$ cat src/rtl/arb_pkg.sv
// -----------------------------------------------------------------------------
// arb_pkg
// Shared definitions for the four-requester round-robin arbiter:
//   state_t - arbiter FSM states (IDLE, BUSY)
//   N_REQ   - number of requesters
//   ID_W    - width of the encoded owner index
//   CNT_W   - width of the hold counter built with ARB_TIMEOUT_EN
// -----------------------------------------------------------------------------
package arb_pkg;

  localparam int N_REQ = 4;
  localparam int ID_W  = 2;
  localparam int CNT_W = 8;

  typedef enum logic [0:0] {
    IDLE = 1'b0,
    BUSY = 1'b1
  } state_t;

endpackage

$ cat src/rtl/rr_pick.sv
// -----------------------------------------------------------------------------
// rr_pick
// Purely combinational rotated priority encoder. The search starts at
// index ptr+1 and moves upward with wrap-around; the first set request wins.
// Ports:
//   req [3:0] in  - request vector
//   ptr [1:0] in  - index of the previous owner (lowest priority)
//   win [1:0] out - index of the winning requester (valid when any=1)
//   any       out - at least one request is set
// -----------------------------------------------------------------------------
module rr_pick
  import arb_pkg::*;
(
  input  logic [N_REQ-1:0] req,
  input  logic [ID_W-1:0]  ptr,
  output logic [ID_W-1:0]  win,
  output logic             any
);

  logic [ID_W-1:0]  start;
  logic [N_REQ-1:0] rot;
  logic [ID_W-1:0]  off;

  always_comb begin
    start = ptr + 2'd1;
    // rot[0] is the highest-priority requester for this search
    for (int i = 0; i < N_REQ; i++) begin
      rot[i] = req[start + 2'(i)];
    end
    // Fixed priority encode: scan downward so the lowest set bit wins
    off = '0;
    for (int i = N_REQ - 1; i >= 0; i--) begin
      if (rot[i]) off = 2'(i);
    end
    any = |req;
    // Rotate the offset back into an absolute index (wraps in 2 bits)
    win = start + off;
  end

endmodule

$ cat src/rtl/rr_arbiter4.sv
// -----------------------------------------------------------------------------
// rr_arbiter4
// Four-requester round-robin arbiter. A registered one-hot grant and the
// encoded owner ID are held until the owner releases (done, or its request
// drops); priority then rotates past the last owner. Re-arbitration happens
// only in IDLE, so consecutive grants are separated by one idle cycle.
//
// Optional feature macro: ARB_TIMEOUT_EN
//   When defined, a hold counter revokes a grant after MAX_HOLD BUSY cycles
//   and pulses timeout for one cycle. When undefined, timeout is tied to 0
//   and grants are held indefinitely.
//
// Parameters:
//   MAX_HOLD - maximum consecutive BUSY cycles per grant (2..255)
// Ports:
//   clk        in  - rising-edge clock
//   rst_n      in  - synchronous active-low reset
//   req [3:0]  in  - level-sensitive request vector
//   done       in  - owner release strobe (meaningful while busy)
//   gnt [3:0]  out - registered one-hot grant, zero when idle
//   gnt_id[1:0]out - current/last owner index
//   busy       out - grant held
//   timeout    out - one-cycle pulse on hold-limit revocation
// -----------------------------------------------------------------------------
module rr_arbiter4
  import arb_pkg::*;
#(
  parameter int MAX_HOLD = 16
) (
  input  logic             clk,
  input  logic             rst_n,
  input  logic [N_REQ-1:0] req,
  input  logic             done,
  output logic [N_REQ-1:0] gnt,
  output logic [ID_W-1:0]  gnt_id,
  output logic             busy,
  output logic             timeout
);

  state_t           state_q, state_d;
  logic [ID_W-1:0]  ptr_q, ptr_d;
  logic [N_REQ-1:0] gnt_q, gnt_d;
  logic [ID_W-1:0]  gnt_id_q, gnt_id_d;
  logic             busy_q, busy_d;
  logic [ID_W-1:0]  win;
  logic             any;
  logic             release_c;

`ifdef ARB_TIMEOUT_EN
  logic [CNT_W-1:0] cnt_q, cnt_d;
  logic             timeout_q, timeout_d;
`endif

  rr_pick u_pick (
    .req (req),
    .ptr (ptr_q),
    .win (win),
    .any (any)
  );

  // done and a dropped owner request collapse into one release event
  assign release_c = done | ~req[gnt_id_q];

  always_comb begin
    state_d  = state_q;
    ptr_d    = ptr_q;
    gnt_d    = gnt_q;
    gnt_id_d = gnt_id_q;
    busy_d   = busy_q;
`ifdef ARB_TIMEOUT_EN
    cnt_d     = cnt_q;
    timeout_d = 1'b0;
`endif
    case (state_q)
      IDLE: begin
        if (any) begin
          gnt_d    = N_REQ'(1) << win;
          gnt_id_d = win;
          ptr_d    = win;
          busy_d   = 1'b1;
          state_d  = BUSY;
`ifdef ARB_TIMEOUT_EN
          cnt_d    = '0;
`endif
        end
      end
      BUSY: begin
        if (release_c) begin
          gnt_d   = '0;
          busy_d  = 1'b0;
          state_d = IDLE;
`ifdef ARB_TIMEOUT_EN
        end else if (cnt_q == CNT_W'(MAX_HOLD - 1)) begin
          // Counter value MAX_HOLD-1 marks the last allowed BUSY cycle;
          // ptr keeps the revoked owner so it drops to lowest priority.
          gnt_d     = '0;
          busy_d    = 1'b0;
          state_d   = IDLE;
          timeout_d = 1'b1;
        end else begin
          cnt_d = cnt_q + CNT_W'(1);
`endif
        end
      end
      default: state_d = IDLE;
    endcase
  end

  always_ff @(posedge clk) begin
    if (!rst_n) begin
      state_q  <= IDLE;
      ptr_q    <= 2'd3;
      gnt_q    <= '0;
      gnt_id_q <= '0;
      busy_q   <= 1'b0;
`ifdef ARB_TIMEOUT_EN
      cnt_q     <= '0;
      timeout_q <= 1'b0;
`endif
    end else begin
      state_q  <= state_d;
      ptr_q    <= ptr_d;
      gnt_q    <= gnt_d;
      gnt_id_q <= gnt_id_d;
      busy_q   <= busy_d;
`ifdef ARB_TIMEOUT_EN
      cnt_q     <= cnt_d;
      timeout_q <= timeout_d;
`endif
    end
  end

  assign gnt    = gnt_q;
  assign gnt_id = gnt_id_q;
  assign busy   = busy_q;
`ifdef ARB_TIMEOUT_EN
  assign timeout = timeout_q;
`else
  assign timeout = 1'b0;
`endif

endmodule

$ cat config.mk
export PLATFORM = sky130hd
export DESIGN_NAME = rr_arbiter4
export DESIGN_NICKNAME = d
export VERILOG_FILES = /design/src/rtl/arb_pkg.sv /design/src/rtl/rr_pick.sv /design/src/rtl/rr_arbiter4.sv
export SDC_FILE = /design/constraint.sdc
export NUM_CORES = 1
export LEC_CHECK = 0
export CAP_MARGIN = 10
export CELL_PAD_IN_SITES_DETAIL_PLACEMENT = 1
export CELL_PAD_IN_SITES_GLOBAL_PLACEMENT = 2
export CORE_MARGIN = 2
export CORE_UTILIZATION = 37
export CTS_BUF_LIST = sky130_fd_sc_hd__clkbuf_2
export CTS_CLUSTER_SIZE = 20
export DETAILED_ROUTE_END_ITERATION = 8
export DONT_BUFFER_PORTS = 1
export PLACE_DENSITY_LB_ADDON = 0.15
export SYNTH_ARGS = -nofsm -noshare
export SYNTH_HDL_FRONTEND = slang
export SYNTH_SLANG_ARGS = --single-unit
$ cat constraint.sdc
create_clock -name clk -period 3 [get_ports clk]
set_input_delay 0.6 -clock clk [delete_from_list [all_inputs] [get_ports clk]]
set_output_delay 0.6 -clock clk [all_outputs]
set_load 0.02 [all_outputs]
After elaboration in Yosys (flattened, before gate mapping)
Index checks and enable logic that the tools add are counted.
Widths: inputs -> output; s select.

storage, ports and cells
  input bits = 7
  output and inout bits = 8
  register bits = 10
  word-level logic and storage cells = 47

operators by class
  multiplexer cells = 23
  magnitude comparators = 5
  add/sub/neg operators = 5
  reductions and logical operators = 3
  equal/unequal tests = 2
  shift-type cells = 1
  bitwise logic cells = 3

operators by type and width
  cell                 number
  $lt 2x3->1 const B   5
  $bmux 1 s2           5
  $mux 1               9
  $mux 2               4
  $mux 4               2
  $pmux 4 s2           1
  $add 2x1->2 const B  2
  $add 2x2->2 const B  2
  $pmux 1 s2           2
  $reduce_and 2->1     2
  $reduce_or 4->1      1
  $shl 1x2->4 const A  1
  $add 2x2->2          1
  $ne 2x1->1 const B   1
  $ne 2x2->1 const B   1
  $not 1->1            2
  $or 1x1->1           1

Longest topological paths before layout
  depth after elaboration = 12
  mapped depth = 10
  gate-level depth less buffers = 10

By module
Synthesis repeated with hierarchy kept, for this count alone.

second synthesis, totals
  cell total of the unflattened synthesis = 79
  area, all modules = 675.6 µm²

modules (own cells, without submodules)
  module       seq. area each (µm²)  cells each  area an instance (µm²)  times used
  rr_arbiter4  200.2                 53          475.5                   1
  rr_pick      0.0                   26          200.2                   1

Least setup slack after synthesis
No wires, ideal clock.

  path kind = input-to-reg
  start = in req[3]
  end = reg gnt_q[3] (netlist: gnt[3])
  arrival time = 2.390 ns
  data required time = 2.886 ns
  path slack = 0.495 ns
  path buffers = 1
  stages = 8
  setup time = 0.114 ns
  cell sequence = buf_4 or4_2 o221ai_1 ha_1 xnor2_1 xnor2_1 xnor2_2 a2bb2o_4

on the way
  word-level cells in the longest chain between the ends = 10
  elaborated cells between the ends (all ways) = 24
  those cells by class = add/sub (1); eq/ne (2); shift (1); mux (16); bitwise (2); reduce/logical (2)

ends and longest elaborated chain
  what                          RTL line            text
  start: declaration            rr_arbiter4.sv:32   input logic [N_REQ-1:0] req,
  $bmux 1 s2                    rr_pick.sv:28       rot[i] = req[start + 2'(i)];
  $mux 1 (implied by the code)  rr_pick.sv:28
  $mux 2 (4 in a row)           rr_pick.sv:33       if (rot[i]) off = 2'(i);
  $add 2x2->2                   rr_pick.sv:37       win = start + off;
  $shl 1x2->4                   rr_arbiter4.sv:77   gnt_d = N_REQ'(1) << win;
  $mux 4                        rr_arbiter4.sv:76   if (any) begin
  $pmux 4 s2                    rr_arbiter4.sv:74   case (state_q)
  end signal: assignment        rr_arbiter4.sv:123  gnt_q <= gnt_d;
  end: declaration              rr_arbiter4.sv:42   logic [N_REQ-1:0] gnt_q, gnt_d;

Several ways; a longest one is shown, not always the timed one. The select of a mux whose other input is x is not followed.
A chain may end at the register's enable or synchronous reset.

Final worst setup path
  start = reg ptr_q[0]
  end = reg gnt_q[3] (netlist: gnt[3])

on the way
  word-level cells in the longest chain between the ends = 12
  elaborated cells between the ends (all ways) = 20
  those cells by class = add/sub (5); shift (1); mux (14)

ends and longest elaborated chain
  what                          RTL line            text
  start: declaration            rr_arbiter4.sv:41   logic [ID_W-1:0] ptr_q, ptr_d;
  start signal: assignment      rr_arbiter4.sv:122  ptr_q <= ptr_d;
  $add 2x1->2 (*)               rr_pick.sv:25       start = ptr + 2'd1;
  $add 2x2->2                   rr_pick.sv:28
  $bmux 1 s2                    rr_pick.sv:28
  $mux 1 (implied by the code)  rr_pick.sv:28
  $mux 2 (4 in a row)           rr_pick.sv:33
  $add 2x2->2 (*)               rr_pick.sv:37
  $shl 1x2->4 (*)               rr_arbiter4.sv:77
  $mux 4 (*)                    rr_arbiter4.sv:76
  $pmux 4 s2 (*)                rr_arbiter4.sv:74

Every way passes the cells marked *; elsewhere a longest branch is shown, timed or not. The select of a mux whose other input is x is not followed.

==> results.json <==
{
  "outcome": "finished, final reports clean",
  "drc": 0,
  "ys_async_sr_fraction_pct": 0,
  "cts_tree": "yes",
  "path_class": "reg2reg",
  "grt_pass1_vias": 540,
  "worstPathRequired_ns": 3.16,
  "core_um2": 1670,
  "hold_path_depth": 1,
  "worstRegToRegCells": 7,
  "ys_warn_count": 0,
  "min_from": "rst_n",
  "clk_path_buf_depth": 2,
  "cts_hold_buf": 0,
  "numClockSinks": 10,
  "synth_area_leaders": "dfxtp_1, nor2_1, mux4_2",
  "p_per_area_nw_per_um2": 886,
  "reg2reg_to": "gnt[3]",
  "postSynthAreaPerCell_um2": 8.81,
  "p_leak_nw": 0.259,
  "cp_num_buf_inv": 0,
  "fillCellCount": 206,
  "initial_core_util_pct": 38.5,
  "fp-row-count": 15,
  "ys_seq_area_share_pct": 31.1,
  "vdd_drop_max_v": 0.000389,
  "ys.flop_type": "dfxtp_1",
  "drt-initial-drc-count": 2,
  "critPathMaxStageDelay_ns": 0.68,
  "rsz0062_at_grt": "false",
  "cp_cell_sequence": "or4_2 > o221ai_1 > ha_1 > xnor2_1 > xnor2_1 > xnor2_2 > a2bb2o_4",
  "synth-edff-count": 0,
  "syn_nets": 81,
  "drive_gt1_share_pct": 20.5,
  "cp-start-kind": "flop",
  "ant_nets": 0,
  "worst_hold_slack_ns": 0.434,
  "antenna_found_initial": 0,
  "max_cap_viol_count": 0,
  "die_h_um": 45.7,
  "clkTransAtPathRegs_ns": 0.11,
  "cts_root_buf": "clkbuf_2",
  "vias_per_cell": 5.71,
  "ys_ff_latch": 10,
  "finalSetupViolCount": 0,
  "maxSlewViolCount": 0,
  "cts-resized-gates": 0,
  "tns_ns": 0,
  "fin_skew_ns": 0.0131,
  "area.growth.synth_to_final_pct": 1.36,
  "hold_viol": 0,
  "clkLatencyLatePin_ns": 0.25,
  "grt_pass1_wl_mm": 2.33,
  "io_pins": 15,
  "fmax_ghz": 0.434,
  "cpMaxStageDelayCell": "or4_2",
  "gp_congestion": 0.745,
  "cts_setup_buffers": 0,
  "die_width_um": 45.7,
  "r2r_setup_slack_ns": 0.70,
  "io_buffers": 0,
  "synth_area_um2": 643,
  "regArea_um2": 200,
  "post-route-min-period_ns": 2.30,
  "num_vias": 514,
  "arrival_ns": 2.46,
  "diodes": 0,
  "finalNetCount": 82,
  "grtUsageTotal_pct": 15.8,
  "rr_startpoint": "ptr_q[0]",
  "crit_family": "simple AND/OR/NAND/NOR gates",
  "fin_total_pwr_mw": 0.578,
  "fin_crit_sh_pct": 76.7,
  "grt_max_degree": 11,
  "hold_path_end": "ptr_q[0]",
  "yosys.area.top_type": "dfxtp_1",
  "worst_path_most_repeated_cell": "xnor2_1",
  "ys_top_cells_by_count": "dfxtp_1, nor2_1, nand2_1",
  "wl_per_cell_um": 15.8,
  "synthCells": 73,
  "worstSetupEndpointType": "flop",
  "numCtsBuffers": 3,
  "synth_cell_types": 39,
  "hpwl_mm": 1.13,
  "die_area_um2": 2090,
  "routed_wl_mm": 1.42,
  "hold_path_class": "in2reg",
  "yosysTopAreaCellShare_pct": 31.1,
  "multi_input_area_um2": 389,
  "design_area_um2": 652,
  "dr.pass1.iters": 3,
  "htree_levels": 1,
  "place_area_um2": 633,
  "grt_overflow": 0,
  "crit_fanout": 7
}
## worst max-delay path by stage
stage,from,end,slack [ns],cells after the start
finish,ptr_q[0],gnt[3],0.70,7
global route,ptr_q[0],gnt[1],0.54,7
CTS,ptr_q[0],gnt[3],0.69,7
detailed placement,req[3],gnt[3],0.51,7
global placement,req[3],gnt[3],0.51,7
floorplan,req[3],gnt[3],0.50,8
## final cells by class
class                      count  share of cell area [%]
clock buffer                   3                    2.30
clock inverter                 1                   0.576
inverter                       6                    3.45
multi-input combinational     53                    59.7
sequential                    10                    30.7
tap                           17                    3.26
## stage by stage
step                utilization [%]  worst slack (ns)  instances
CTS                            39.0             0.688         90
global route                   39.0             0.538         90
floorplan                         -             0.495         73
global placement               37.9             0.512         86
finish                         39.0             0.698         90
detailed placement             37.9             0.507         86
## cells by family (layout without fill, tap and decap cells)
group	count (synthesis)	count (layout)	synth area share [%]
mux	2	2	5.06
simple gates	27	27	21.2
fa+ha+maj	1	1	1.95
compound gates	19	19	26.5
other cells	1	1	0.583
buf+inv	10	10	8.36
flops	10	10	31.1
xor+xnor	3	3	5.25
## report_power, final
part	switching, mW	internal (mW)
clock network	0.0455	0.0290
logic	0.123	0.126
registers	0.0802	0.174
## per-layer routing
metal | GRT usage [%] | part of all wire, % | vias up
met2 | 27.0 | 52 | 8
met4 | 6.86 | 0.70 | 0
li1 | - | - | 260
met5 | 0 | 0 | -
met1 | 19.4 | 44 | 244
met3 | 2.38 | 3.4 | 2
## layout by cell type (no fill, tap or decap), types with 2 or more instances in the layout
| cell | Yosys | layout |
|---|---|---|
| nor2_1 | 10 | 10 |
| inv_1 | 3 | 3 |
| inv_2 | 3 | 3 |
| o21ai_0 | 2 | 2 |
| nor3_1 | 2 | 2 |
| a21oi_1 | 4 | 4 |
| dfxtp_1 | 10 | 10 |
| or2_1 | 2 | 2 |
| clkbuf_2 | 1 | 3 |
| nand2_1 | 5 | 5 |
| xnor2_1 | 2 | 2 |
## state kept, by name (all words and copies together) (netlist names)
register,cells
ptr_q,2
busy,1
gnt_id,2
state_q,1
gnt,4
No activity file was read; power rests on OpenSTA's default activity.
